$ cat src/rtl/uart_frame_pkg.sv
// Shared types and constants for the UART frame parser.
// The checksum byte is enabled by defining UART_FRAME_CHKSUM_EN.
package uart_frame_pkg;

    typedef enum logic [2:0] {
        ST_HUNT    = 3'd0,
        ST_LEN     = 3'd1,
        ST_PAYLOAD = 3'd2,
        ST_CHK     = 3'd3,
        ST_EMIT    = 3'd4
    } state_t;

    localparam logic [1:0] ERR_NONE = 2'd0;
    localparam logic [1:0] ERR_LEN  = 2'd1;
    localparam logic [1:0] ERR_CHK  = 2'd2;
    localparam logic [1:0] ERR_TMO  = 2'd3;

    localparam logic [7:0] DEFAULT_SOF = 8'hA5;

endpackage

$ cat src/rtl/uart_frame_buf.sv
// Payload buffer: MAX_LEN x 8 registers, one synchronous write port,
// one combinational read port. Contents are not reset.
module uart_frame_buf
    import uart_frame_pkg::*;
#(
    parameter int MAX_LEN = 16,
    parameter int AW      = $clog2(MAX_LEN)
) (
    input  logic          clk,
    input  logic          we,
    input  logic [AW-1:0] waddr,
    input  logic [7:0]    wdata,
    input  logic [AW-1:0] raddr,
    output logic [7:0]    rdata
);

    logic [7:0] mem [MAX_LEN];

    always_ff @(posedge clk) begin
        if (we) mem[waddr] <= wdata;
    end

    assign rdata = mem[raddr];

endmodule

$ cat src/rtl/uart_frame_parser.sv
// Parses SOF/LEN/payload[/CHK] frames from an RX FIFO and replays the payload
// on a valid/ready stream. Checksum byte present when UART_FRAME_CHKSUM_EN is defined.
module uart_frame_parser
    import uart_frame_pkg::*;
#(
    parameter int         MAX_LEN        = 16,
    parameter logic [7:0] SOF            = DEFAULT_SOF,
    parameter int         TIMEOUT_CYCLES = 100_000
) (
    input  logic       clk,
    input  logic       rst,
    input  logic       fifo_empty_i,
    input  logic [7:0] fifo_rd_data_i,
    output logic       fifo_rd_en_o,
    output logic [7:0] pl_data_o,
    output logic       pl_valid_o,
    output logic       pl_last_o,
    input  logic       pl_ready_i,
    output logic       err_o,
    output logic [1:0] err_code_o,
    output logic [7:0] err_cnt_o,
    output logic [2:0] dbg_state_o
);

    localparam int AW = $clog2(MAX_LEN);
    localparam int TW = $clog2(TIMEOUT_CYCLES + 1);
    localparam logic [TW-1:0] TMO_LAST  = TW'(TIMEOUT_CYCLES - 1);
    localparam logic [7:0]    MAX_LEN_B = 8'(MAX_LEN);

    state_t        state_q, state_d;
    logic          rd_pend_q;
    logic [7:0]    len_q, len_d;
    logic [7:0]    idx_q, idx_d;
    logic [TW-1:0] tmo_q;
    logic          active, tmo_hit, buf_we, err_det;
    logic [1:0]    err_code_d;
    logic [7:0]    buf_rdata;
    logic          byte_vld;
    logic [7:0]    rx_byte;
`ifdef UART_FRAME_CHKSUM_EN
    logic [7:0]    chk_q, chk_d;
`endif

    // A byte is present exactly one cycle after its read strobe.
    assign byte_vld = rd_pend_q;
    assign rx_byte  = fifo_rd_data_i;
    assign active   = (state_q == ST_LEN) || (state_q == ST_PAYLOAD) || (state_q == ST_CHK);
    assign tmo_hit  = active && !rd_pend_q && (tmo_q == TMO_LAST);

    // FIFO handshake: strobe only with no read in flight and outside EMIT.
    assign fifo_rd_en_o = !rst && !fifo_empty_i && !rd_pend_q && (state_q != ST_EMIT);

    assign pl_valid_o  = (state_q == ST_EMIT);
    assign pl_data_o   = pl_valid_o ? buf_rdata : 8'h00;
    assign pl_last_o   = pl_valid_o && (idx_q == len_q - 8'd1);
    assign dbg_state_o = state_q;

    always_comb begin
        state_d    = state_q;
        len_d      = len_q;
        idx_d      = idx_q;
        buf_we     = 1'b0;
        err_det    = 1'b0;
        err_code_d = ERR_NONE;
`ifdef UART_FRAME_CHKSUM_EN
        chk_d      = chk_q;
`endif
        case (state_q)
            ST_HUNT: begin
                if (byte_vld && rx_byte == SOF) state_d = ST_LEN;
            end
            ST_LEN: begin
                if (byte_vld) begin
                    if (rx_byte == 8'd0 || rx_byte > MAX_LEN_B) begin
                        err_det    = 1'b1;
                        err_code_d = ERR_LEN;
                        state_d    = ST_HUNT;
                    end else begin
                        len_d   = rx_byte;
                        idx_d   = 8'd0;
`ifdef UART_FRAME_CHKSUM_EN
                        chk_d   = rx_byte;
`endif
                        state_d = ST_PAYLOAD;
                    end
                end else if (tmo_hit) begin
                    err_det    = 1'b1;
                    err_code_d = ERR_TMO;
                    state_d    = ST_HUNT;
                end
            end
            ST_PAYLOAD: begin
                if (byte_vld) begin
                    buf_we = 1'b1;
                    idx_d  = idx_q + 8'd1;
`ifdef UART_FRAME_CHKSUM_EN
                    chk_d  = chk_q ^ rx_byte;
                    if (idx_q == len_q - 8'd1) state_d = ST_CHK;
`else
                    if (idx_q == len_q - 8'd1) begin
                        idx_d   = 8'd0;
                        state_d = ST_EMIT;
                    end
`endif
                end else if (tmo_hit) begin
                    err_det    = 1'b1;
                    err_code_d = ERR_TMO;
                    state_d    = ST_HUNT;
                end
            end
`ifdef UART_FRAME_CHKSUM_EN
            ST_CHK: begin
                if (byte_vld) begin
                    if (rx_byte == chk_q) begin
                        idx_d   = 8'd0;
                        state_d = ST_EMIT;
                    end else begin
                        err_det    = 1'b1;
                        err_code_d = ERR_CHK;
                        state_d    = ST_HUNT;
                    end
                end else if (tmo_hit) begin
                    err_det    = 1'b1;
                    err_code_d = ERR_TMO;
                    state_d    = ST_HUNT;
                end
            end
`endif
            ST_EMIT: begin
                if (pl_ready_i) begin
                    if (idx_q == len_q - 8'd1) state_d = ST_HUNT;
                    else                       idx_d   = idx_q + 8'd1;
                end
            end
            default: state_d = ST_HUNT;
        endcase
    end

    always_ff @(posedge clk) begin
        if (rst) begin
            state_q    <= ST_HUNT;
            rd_pend_q  <= 1'b0;
            len_q      <= 8'd0;
            idx_q      <= 8'd0;
            tmo_q      <= '0;
            err_o      <= 1'b0;
            err_code_o <= ERR_NONE;
            err_cnt_o  <= 8'd0;
        end else begin
            state_q   <= state_d;
            rd_pend_q <= fifo_rd_en_o;
            len_q     <= len_d;
            idx_q     <= idx_d;
            tmo_q     <= (!active || rd_pend_q) ? '0 : tmo_q + 1'b1;
            err_o     <= err_det;
            if (err_det) begin
                err_code_o <= err_code_d;
                if (err_cnt_o != 8'hFF) err_cnt_o <= err_cnt_o + 8'd1;
            end
        end
    end

`ifdef UART_FRAME_CHKSUM_EN
    always_ff @(posedge clk) begin
        if (rst) chk_q <= 8'd0;
        else     chk_q <= chk_d;
    end
`endif

    uart_frame_buf #(.MAX_LEN(MAX_LEN), .AW(AW)) u_buf (
        .clk   (clk),
        .we    (buf_we),
        .waddr (idx_q[AW-1:0]),
        .wdata (rx_byte),
        .raddr (idx_q[AW-1:0]),
        .rdata (buf_rdata)
    );

endmodule
$ cat config.mk
export PLATFORM = sky130hd
export DESIGN_NAME = uart_frame_parser
export DESIGN_NICKNAME = d
export VERILOG_FILES = /design/src/rtl/uart_frame_pkg.sv /design/src/rtl/uart_frame_buf.sv /design/src/rtl/uart_frame_parser.sv
export SDC_FILE = /design/constraint.sdc
export NUM_CORES = 1
export LEC_CHECK = 0
export CORE_ASPECT_RATIO = 0.9
export CORE_UTILIZATION = 55
export CTS_BUF_LIST = sky130_fd_sc_hd__clkbuf_16
export DETAILED_ROUTE_END_ITERATION = 8
export PLACE_DENSITY = 0.73
export SLEW_MARGIN = 20
export SYNTH_ARGS = -nofsm -noshare
export SYNTH_HDL_FRONTEND = slang
export SYNTH_SLANG_ARGS = --single-unit
$ cat constraint.sdc
create_clock -name clk -period 3.9 [get_ports clk]
set_input_delay 0.78 -clock clk [delete_from_list [all_inputs] [get_ports clk]]
set_output_delay 0.78 -clock clk [all_outputs]
set_load 0.03 [all_outputs]
==> out/metrics.json <==
{
  "global_routing": {
    "residual_overflow_from_global_routing": 0,
    "grt_first_pass_wirelength_mm": 24.9,
    "antenna_found_initial": 0,
    "total_track_usage_pct": 24.3,
    "largest_net_degree_at_the_start_of_global_routing": 37,
    "first_global_vias": 4520
  },
  "final_layout": {
    "fin_cells": 745,
    "most_common_library_cell_in_the_layout_ignoring_fill_and_taps": "edfxtp_1",
    "fill_cells": 904,
    "final_layout_size_suffix_gt1_share_pct": 17.5,
    "antennaDiodeCount": 0,
    "layout.cells.most_common_list": "edfxtp_1, dfxtp_1, nor2_1",
    "num-nets-final": 583,
    "area_growth_pct": 15.9,
    "final_cell_area_excluding_filler_cells_um2": 8890
  },
  "synth": {
    "synth.yosys.warnings": 0,
    "synth_fp_nets": 535,
    "syn_area_per_cell_um2": 14.9,
    "synth_enable_flop_cells": 128,
    "syn-cell-area_um2": 7660,
    "postSynthCellCount": 516,
    "netlist-cell-type-count": 52,
    "synth_top_cell_by_area": "edfxtp_1",
    "async_reset_ff_share_pct": 0,
    "postSynthRegisterBits": 180,
    "fraction_of_synthesized_cell_area_taken_by_the_top_area_cell_type_pct": 50.1,
    "synth_top_flop_cell": "edfxtp_1",
    "main_area_contributors_after_synthesis": "edfxtp_1, dfxtp_1, mux4_2, nor2_1, xnor2_1",
    "yosysSeqAreaShare_pct": 63.7
  },
  "drt": {
    "drt_iter0_markers": 486,
    "drcViolationCount": 0,
    "detail_route.vias_per_cell": 6.09,
    "antenna_left": 0,
    "routed_wire_per_std_cell_um": 21.6,
    "wirelength_mm": 16.1,
    "via_count": 4540,
    "detailedRoute.firstPassIterationCount": 5
  },
  "outcome": {
    "run_status": "finished clean"
  },
  "clock_tree": {
    "register_clock_pin_slew_on_the_reported_worst_setup_and_hold_paths_ns": 0.06,
    "cts-root-to-sink-buffers": 2,
    "setup_fix_bufs_post_cts": 0,
    "tritoncts_clock_tree": "yes",
    "cts.sink_count": 180,
    "cts_htree_levels": 4,
    "numCtsBuffers": 17,
    "cts-root-buf": "clkbuf_16",
    "clock_latency_on_the_worst_skew_pair_ns": 0.43
  },
  "die": {
    "core-area_um2": 13500,
    "std_cell_rows": 40,
    "initial_core_util_pct": 56.9,
    "die_w_um": 126,
    "die_span_y_um": 114,
    "number_of_top_level_design_ports": 37,
    "die-area_um2": 14400
  },
  "job": {
    "maxCapViolations": 0
  },
  "timing": {
    "timing.hold.ws_ns": 0.450,
    "skew_ns": 0.00927,
    "headroom_to_the_max_slew_limit_pct": 38.6,
    "layout_min_cycle_time_ns": 3.67,
    "timing.fmax_mhz": 272,
    "timing.final.max_slew_violations": 0,
    "worst_case_setup_margin_in_the_final_layout_ns": 0.227,
    "worst-slew-pin-transition_ns": 0.914,
    "timing.final.crit_share_pct": 94.2,
    "finalHoldViolCount": 0,
    "finalSetupViolCount": 0,
    "totalNegativeSetupSlack_ns": 0,
    "grt_setup_unrepaired": "false"
  },
  "pwr": {
    "irDropWorstVdd_mv": 0.354,
    "powerDensity_nw_per_um2": 432,
    "p_leak_uw": 0.00281
  },
  "setup_path": {
    "required_ns": 3.12,
    "critical_path_peak_fanout": 23,
    "start_kind": "register",
    "critical_path.reg2reg.startpoint": "len_q[0]$_SDFFE_PP0P_",
    "crit_path_end_kind": "output pin",
    "r2r_cells": 8,
    "crit_type": "reg2out",
    "r2r_setup_slk_ns": 1.23,
    "critical_path_arrival_ns": 2.89
  },
  "min_path": {
    "worstHoldStart": "err_code_o[0]$_SDFFE_PP0P_",
    "min_delay_path_depth": 2,
    "hp-class": "reg2reg",
    "timing.hold.worst_endpoint": "err_code_o[0]$_SDFFE_PP0P_"
  },
  "placed_design": {
    "finalWeightedCongestion": 0.839,
    "pre_cts_ws_ns": 0.677,
    "place.detailed.instances": 713,
    "dpl-instance-area_um2": 8280,
    "io_buffers": 36,
    "dpl.hpwl_mm": 10.3
  }
}
==> where the power goes <==
group          leakage (µW)  switching (µW)  internal, µW
clock network      0.000297             728          1010
logic              0.000944            37.2          19.4
registers           0.00157            1.78          2040
==> worst max-delay path by stage <==
| stage | slack (ns) | to | startpoint | depth (start not counted) |
|---|---|---|---|---|
| after global routing | 0.01 | pl_last_o | len_q[0]$_SDFFE_PP0P_ | 7 |
| after global placement | 0.69 | pl_data_o[7] | register | 5 |
| after CTS | 0.18 | pl_last_o | len_q[0]$_SDFFE_PP0P_ | 7 |
| after detailed placement | 0.68 | pl_last_o | len_q[0]$_SDFFE_PP0P_ | 7 |
| after floorplan | 0.88 | fifo_rd_en_o | dbg_state_o[0]$_SDFFE_PP0P_ | 5 |
| final | 0.23 | pl_data_o[7] | register | 5 |
==> registers in the layout, summed over array words and instances, names as in the netlist, named ones only <==
signal,cells
tmo_q,17
u_buf.mem,128
err_code_o,2
dbg_state_o,3
len_q,8
err_cnt_o,8
byte_vld,1
err_o,1
idx_q,8
==> synthesized netlist by cell type (2+ instances only) <==
library cell and instances:
edfxtp_1 128, dfxtp_1 52, nor2_1 45, mux4_2 40
and2_1 22, nand3_1 19, xnor2_1 19, clkbuf_1 15
inv_1 15, nand2_1 13, xor2_1 13, a21oi_1 12
a211oi_1 11, and3_1 9, ha_1 7, nor4_1 7
o21ai_0 7, mux2i_1 6, or4_1 6, buf_2 5
nand4_1 5, nor3b_1 5, nor3_1 4, o31ai_1 4
or3_1 4, a21o_1 3, a31oi_1 3, nand3b_1 3
nand4b_1 3, o21bai_1 3, or2_2 3, a2111oi_4 2
and4_1 2, buf_4 2, nand2b_1 2
==> layout make-up <==
type	instances	area [µm²]	area share (%)
Clock inverter	15	180	2.03
Tap cell	168	210	2.37
Sequential cell	180	4890	55.0
Clock buffer	17	425	4.79
Inverter	15	56.3	0.634
Timing Repair Buffer	53	500	5.63
Multi-Input combinational cell	297	2630	29.6
==> cell families (layout without fill, tap and decap cells) <==
| family | count (synthesis) | in the layout | synth area share (%) |
|---|---|---|---|
| AO/OA/AOI/OAI | 54 | 54 | 5.39 |
| XOR/XNOR | 32 | 32 | 3.66 |
| adder cells (fa/ha/maj) | 7 | 7 | 1.14 |
| buffers and inverters | 39 | 100 | 2.19 |
| flip-flops | 180 | 180 | 63.7 |
| multiplexers | 46 | 46 | 12.5 |
| AND/OR/NAND/NOR | 158 | 158 | 11.4 |
==> critical path: stages, from the launching register on <==
cell	delay (ns)
dfxtp_2	0.37
buf_12	0.22
mux4_2	0.54
mux4_2	0.52
and2_1	0.19
clkdlybuf4s50_1	0.61
==> metrics by stage <==
step                total power (µW)  utilization, %
floorplan                       2100               -
CTS                             3870            66.0
detailed placement              2140            61.5
global placement                2140            61.5
finish                          3840            66.0
global route                    3950            66.0
==> metal layers <==
layer	global-route usage [%]	share of wire, %
met1	33.1	44
met2	38.7	48
met3	4.78	6.1
met5	0	0
met4	10.2	2.0
==> timing repair <==
action,in CTS,in global routing
hold buffers,0,0
resized for setup,0,1
endpoints found under the setup margin,0,1
endpoints found under the hold margin,0,0
(Power assumes the default switching activity.)
